`config.mk`:
```
export PLATFORM = sky130hd
export DESIGN_NAME = irq_controller
export DESIGN_NICKNAME = d
export VERILOG_FILES = /design/src/rtl/irq_controller_pkg.sv /design/src/rtl/irq_controller_prio.sv /design/src/rtl/irq_controller.sv
export SDC_FILE = /design/constraint.sdc
export NUM_CORES = 1
export LEC_CHECK = 0
export ABC_CLOCK_PERIOD_IN_PS = 900
export CORE_UTILIZATION = 35
export CTS_CLUSTER_SIZE = 16
export DETAILED_ROUTE_END_ITERATION = 8
export GPL_TIMING_DRIVEN = 0
export PLACE_DENSITY_LB_ADDON = 0.25
export SLEW_MARGIN = 20
export SYNTH_ARGS = -nofsm -noshare
export SYNTH_HDL_FRONTEND = slang
export SYNTH_SLANG_ARGS = --single-unit
```
`constraint.sdc`:
```
create_clock -name clk -period 0.9 [get_ports clk]
set_input_delay 0.09 -clock clk [delete_from_list [all_inputs] [get_ports clk]]
set_output_delay 0.09 -clock clk [all_outputs]
set_load 0.1 [all_outputs]
```
`src/rtl/irq_controller_pkg.sv`:
```
// rtl/irq_controller_pkg.sv - shared state encodings, default sizes and source indices
package irq_controller_pkg;

  typedef enum logic [1:0] {
    IRQ_ST_IDLE    = 2'd0,
    IRQ_ST_REQ     = 2'd1,
    IRQ_ST_SERVICE = 2'd2
  } irq_state_e;

  localparam int IRQ_NUM_SRC_DEF = 4;
  localparam int IRQ_ID_W_DEF    = 2;

  localparam int IRQ_SRC_TIMER = 0;
  localparam int IRQ_SRC_KBD   = 1;

endpackage

```
`src/rtl/irq_controller_prio.sv`:
```
// rtl/irq_controller_prio.sv - lowest-index-wins priority encoder (irq_prio_enc)
module irq_prio_enc #(
  parameter int NUM_SRC = 4,
  parameter int ID_W    = 2
) (
  input  logic [NUM_SRC-1:0] eligible,
  output logic [ID_W-1:0]    id,
  output logic               valid
);

  // Scan downward so the lowest set index is the last one written.
  always_comb begin
    id    = '0;
    valid = 1'b0;
    for (int i = NUM_SRC - 1; i >= 0; i--) begin
      if (eligible[i]) begin
        id    = ID_W'(i);
        valid = 1'b1;
      end
    end
  end

endmodule

```
`src/rtl/irq_controller.sv`:
```
// rtl/irq_controller.sv - prioritised interrupt controller with mask and IDLE/REQ/SERVICE handshake
// IRQ_CTRL_EDGE_EN defined: edge-latched pending; undefined: pending samples the level each cycle.
module irq_controller
  import irq_controller_pkg::*;
#(
  parameter int NUM_SRC = IRQ_NUM_SRC_DEF,
  parameter int ID_W    = IRQ_ID_W_DEF
) (
  input  logic               clk,
  input  logic               clrn,
  input  logic [NUM_SRC-1:0] src_irq,
  input  logic               global_int_en,
  input  logic               mask_we,
  input  logic [NUM_SRC-1:0] mask_wdata,
  input  logic               cpu_ack,
  input  logic               eoi,
  output logic               cpu_irq,
  output logic [ID_W-1:0]    irq_id,
  output logic               in_service,
  output logic [NUM_SRC-1:0] mask,
  output logic [NUM_SRC-1:0] pending
);

  irq_state_e         state;
  logic [NUM_SRC-1:0] eligible;
  logic [ID_W-1:0]    win_id;
  logic               win_valid;

  assign eligible = pending & mask;

  irq_prio_enc #(
    .NUM_SRC (NUM_SRC),
    .ID_W    (ID_W)
  ) u_prio (
    .eligible (eligible),
    .id       (win_id),
    .valid    (win_valid)
  );

`ifdef IRQ_CTRL_EDGE_EN
  logic [NUM_SRC-1:0] src_q;
  logic [NUM_SRC-1:0] ack_clr;

  assign ack_clr = (state == IRQ_ST_REQ && cpu_ack) ? (NUM_SRC'(1) << irq_id) : '0;

  // src_q resets high so lines already asserted through reset are not seen as edges.
  always_ff @(posedge clk) begin
    if (!clrn) begin
      src_q   <= '1;
      pending <= '0;
    end else begin
      src_q   <= src_irq;
      pending <= (pending & ~ack_clr) | (src_irq & ~src_q);
    end
  end
`else
  always_ff @(posedge clk) begin
    if (!clrn) begin
      pending <= '0;
    end else begin
      pending <= src_irq;
    end
  end
`endif

  always_ff @(posedge clk) begin
    if (!clrn) begin
      mask <= '0;
    end else if (mask_we) begin
      mask <= mask_wdata;
    end
  end

  always_ff @(posedge clk) begin
    if (!clrn) begin
      state      <= IRQ_ST_IDLE;
      cpu_irq    <= 1'b0;
      in_service <= 1'b0;
      irq_id     <= '0;
    end else begin
      case (state)
        IRQ_ST_IDLE: begin
          if (global_int_en && win_valid) begin
            state   <= IRQ_ST_REQ;
            cpu_irq <= 1'b1;
            irq_id  <= win_id;
          end
        end
        // Once raised, only ack or loss of global enable ends the request.
        IRQ_ST_REQ: begin
          if (cpu_ack) begin
            state      <= IRQ_ST_SERVICE;
            cpu_irq    <= 1'b0;
            in_service <= 1'b1;
          end else if (!global_int_en) begin
            state   <= IRQ_ST_IDLE;
            cpu_irq <= 1'b0;
          end
        end
        IRQ_ST_SERVICE: begin
          if (eoi) begin
            state      <= IRQ_ST_IDLE;
            in_service <= 1'b0;
          end
        end
        default: begin
          state      <= IRQ_ST_IDLE;
          cpu_irq    <= 1'b0;
          in_service <= 1'b0;
        end
      endcase
    end
  end

endmodule
```
# Word level (Yosys, flattened, before mapping)
# Cells that the tools add are included.
# word_totals
reg_bits	14
input_bits	14
output_inout_bits	12
word_cells	41
# op_classes
n_eq_ne	6
mux	20
n_bitwise	3
reduce_logical	6
# op_table
operator	n
2-to-1 mux 2 bit	8
2-to-1 mux 1 bit	9
AND reduction 3 bit	3
inequality test 2 bit (second input constant)	3
one-hot mux 1 bit (3 select lines)	2
one-hot mux 2 bit (3 select lines)	1
AND 4 bit	1
inequality test 3 bit (second input constant)	1
== test 2 x 1 -> 1 bit (second input constant)	1
== test 2 bit (second input constant)	1
logical NOT 2 bit	1
inverter 1 bit	2
AND reduction 2 bit	1
logical AND 1 bit	1

# Longest topological paths before layout
# logic_depth
word_depth	8
mapped_depth	5
mapped_depth_nobuf	4

# Hierarchy
# Synthesis repeated with hierarchy kept, for this count alone.
# hier_totals
cells_unflattened	58
hier_area_um2	589.3
# modules_own_cells
module	n_inst	cells_per_inst	area_per_inst_um2
irq_controller	1	51	554.3
irq_prio_enc	1	7	35.0

# Worst setup path after synthesis
# Ideal clock, no wire load.
# synth_timing
path_kind	register to register
from	register mask[2]
to	register irq_id[0]
setup_time_ns	0.121
arrival_ns	1.595
required_ns	0.779
slack_ns	-0.817
path_stages_with_launch	5
path_buffers	0
period_less_slack_ns	1.717
cell_sequence	dfxtp_1 -> nand2_1 -> a32o_1 -> nand3_1 -> mux2i_1
# synth_between
elab_chain_cells	6
elab_cells_between_ends	9
classes_between	mux (6); bitwise (1); reduce/logical (2)
# synth_rtl
element	line	rtl
start, declared	irq_controller.sv:20	output logic [NUM_SRC-1:0] mask,
start signal, assigned	irq_controller.sv:70	mask <= mask_wdata;
AND 4 bit *	irq_controller.sv:29	assign eligible = pending & mask;
2-to-1 mux 1 bit (3 in series)	irq_controller_prio.sv:16	if (eligible[i]) begin
logical AND 1 bit	irq_controller.sv:83	if (global_int_en && win_valid) begin
AND reduction 2 bit (no source line)	--	
end signal, assigned	irq_controller.sv:86	irq_id <= win_id;
end, declared	irq_controller.sv:18	output logic [ID_W-1:0] irq_id,
# Mark *: on every way between the ends. The rest lies on a longest branch, timed or not.
# A chain may end at the register's enable or synchronous reset.

# Worst setup path in the final report
# layout_timing
from	register pending[0]
to	register irq_id[0]
# layout_between
elab_chain_cells	4
elab_cells_between_ends	5
classes_between	mux (2); bitwise (1); reduce/logical (2)
# layout_rtl
element	line	rtl
start, declared	irq_controller.sv:21	output logic [NUM_SRC-1:0] pending
start signal, assigned	irq_controller.sv:61	pending <= src_irq;
AND 4 bit *	irq_controller.sv:29	
2-to-1 mux 1 bit	irq_controller_prio.sv:16	
logical AND 1 bit	irq_controller.sv:83	
AND reduction 2 bit (no source line)	--	
# Marks and branches as above.

==> impl_metrics.env <==
export IMPL_slowest_stage="dfxtp_4"
export IMPL_final_cell_mix="clkdlybuf4s50_1, buf_12, dfxtp_4"
export IMPL_slew_headroom=0.8757
export IMPL_synthDistinctLibCells=22
export IMPL_ir_drop_mv=1.092
export IMPL_drive_above_1_share=0.4719
export IMPL_drc=0
export IMPL_area_growth_syn_to_layout_pct=85.31
export IMPL_die_w_microns=42.69
export IMPL_drtIter0Drc=13
export IMPL_drv_cap=0
export IMPL_worst_r2r_cell_count=4
export IMPL_hp_start="mask_we"
export IMPL_min_path_cells=3
export IMPL_diodes=0
export IMPL_criticalPathCategory="reg2reg"
export IMPL_dr_pass1_iters=4
export IMPL_htreeDepth=1
export IMPL_status="finished with violations"
export IMPL_fin_nets=104
export IMPL_grt_antenna_before_repair=0
export IMPL_holdPathEnd="mask[0]"
export IMPL_numCtsBuffers=3
export IMPL_arrival_ns=1.23
export IMPL_clock_sinks=14
export IMPL_switching_power_uw=499.9
export IMPL_syn_cell_area_sq_um=579.3
export IMPL_seqPwrFrac=0.450
export IMPL_rows=14
export IMPL_synth_area_leaders="dfxtp_1, mux2i_1, and2_1"
export IMPL_hold_class="in2reg"
export IMPL_clkTransAtPathRegs_ns=0.09
export IMPL_die_height_microns=42.69
export IMPL_wl_microns=1330
export IMPL_cp_start_kind="flop"
export IMPL_grt_overflow=0
export IMPL_ioPinCount=26
export IMPL_rrSetupSlack_ns=-0.14
export IMPL_yosys_warnings=0
export IMPL_async_reset_ff_frac=0
export IMPL_vias=498
export IMPL_cts_max_path_buffers=2
export IMPL_design_core_area_sq_um=1524
export IMPL_cts_tree="done"
export IMPL_grt_max_degree=11
export IMPL_cell_internal_pwr_uw=1005
export IMPL_tightest_slew_ns=0.1858
export IMPL_synth_area_per_cell_sq_um=9.819
export IMPL_rsz0062_at_grt="yes"
export IMPL_rr_startpoint="pending[0]"
export IMPL_place_gp_congestion=0.6783
export IMPL_synth_flop_cell="dfxtp_1"
export IMPL_power_density_nw_per_um2=1402
export IMPL_setup_viol=13
export IMPL_grt_pass1_wl_microns=2070
export IMPL_final_hold_viol_count=0
export IMPL_synth_cells=59
export IMPL_syn_num_nets=73
export IMPL_violations="negative setup slack"
export IMPL_die_area_sq_um=1822
export IMPL_synth_edf_count=0
export IMPL_timing_fmax_ghz=0.9635
export IMPL_p_clk_frac=0.231
export IMPL_start_util=0.3801
export IMPL_combPwrFrac=0.318
export IMPL_viasPerCell=4.743
export IMPL_utilization=0.7044
export IMPL_hpwl_microns=902.7
export IMPL_fin_skew_ns=0.009893
export IMPL_clk_latency_ns=0.27
export IMPL_post_route_worst_setup_slack_ns=-0.1379
export IMPL_worstPathRequired_ns=1.09
export IMPL_finalCriticalPeriod_ns=1.038
export IMPL_seq_area_frac_synth=0.4838
export IMPL_period_share=1.153
export IMPL_wl_per_cell_microns=12.67
export IMPL_ys_ff_latch=14
export IMPL_grt_usage=0.1564
export IMPL_cts_root_buf="clkbuf_4"
export IMPL_switching_share=0.3321
export IMPL_grt_pass1_vias=465
export IMPL_crit_chain="a22oi_2, nand3_2, nand2_2, mux2i_1"
export IMPL_cpPeakStageDelay_ns=0.36
export IMPL_end_kind="flop"
export IMPL_worst_path_buf_inv=0
export IMPL_netlist_area_leader_share=0.4838
export IMPL_cp_top_family="flip-flops"
export IMPL_postRouteAntennaNets=0
export IMPL_rr_endpoint="irq_id[0]"
export IMPL_cellLeakagePower_uw=0.0004412
export IMPL_timing_hold_ws_ns=0.1872
export IMPL_synth_top_cell_by_area="dfxtp_1"
export IMPL_io_buffers=24
export IMPL_crit_fanout=3
export IMPL_drv_slew=0
## synthesized netlist by cell type (all sizes together), types with 2 or more instances
cell type and count:
and2 6, mux2i 5, buf 2, a21oi 3, o21ai 3, dfxtp 14
nor2 3, nand3 2, nor2b 4, nand2 10
## through the flow
step | total power (uW) | cells | TNS (ns) | setup slack (ns) | cell area, sq um
after floorplan | 951.1 | 59 | -0.6331 | -0.1863 | 619.3
after global placement | 1069 | 99 | -9.985 | -0.6662 | 879.6
after detailed placement | 1073 | 99 | -9.955 | -0.6654 | 879.6
after CTS | 1485 | 104 | -0.6320 | -0.1316 | 1017
after global routing | 1581 | 105 | -1.143 | -0.2053 | 1074
final | 1505 | 105 | -0.5712 | -0.1379 | 1074
## final cells by class
cell class / instances / area, sq um
Timing Repair Buffer: 26 / 375.4
Buffer: 3 / 27.53
Clock buffer: 3 / 22.52
Fill cell: 118 / 450.4
Multi-Input combinational cell: 42 / 305.3
Tap cell: 16 / 20.02
Sequential cell: 14 / 319.1
Clock inverter: 1 / 3.754
## power by group through the flow
stage               clock network [uW]  logic [uW]  registers [uW]
floorplan                            0        81.1             870
global placement                     0         392             677
detailed placement                   0         396             677
CTS                                361         449             676
global route                       401         498             682
finish                             348         479             678
## cell families after synthesis
kind of cell           synth area share
flip-flops                       0.4838
multiplexers                    0.08640
AO/OA/AOI/OAI                    0.1339
AND/OR/NAND/NOR                  0.2592
buffers and inverters           0.03670
## state kept, by name, summed over array words and instances (netlist names)
register and flops:
irq_id 2, pending 4, in_service 1, mask 4, state 2, cpu_irq 1
## what timing repair did
action | in CTS | in global routing
hold buffers | 0 | 0
resized for setup | 104 | 14
setup buffers | 1 | 1
endpoints found under the hold margin | 0 | 0
pin swaps | 1 | 3
setup endpoints to repair | 16 | 18
## how the worst max path moves through the flow
stage                from   endpoint  slack [ns]  depth (start not counted)
2_1_floorplan     mask[2]  irq_id[0]       -0.19                          4
3_3_place_gp      mask[1]    mask[1]       -0.67                          1
3_5_place_dp      mask[1]    mask[1]       -0.67                          1
4_1_cts        pending[0]  irq_id[0]       -0.13                          4
5_1_grt        pending[0]  irq_id[0]       -0.21                          4
6_report       pending[0]  irq_id[0]       -0.14                          4
## routing by layer
| metal | track usage | part of all wire | vias up |
|---|---|---|---|
| met4 | 0.09375 | 0.011 | 0 |
| met1 | 0.1910 | 0.44 | 219 |
| li1 | - | - | 262 |
| met3 | 0.04681 | 0.041 | 2 |
| met5 | 0 | 0 | - |
| met2 | 0.2394 | 0.51 | 15 |
## tightest hold or removal path: stages
cell      delay [ns]
clkbuf_2        0.16
mux2i_1         0.09
nor2b_1         0.09
Note: power is estimated with default switching activity, not from simulation.
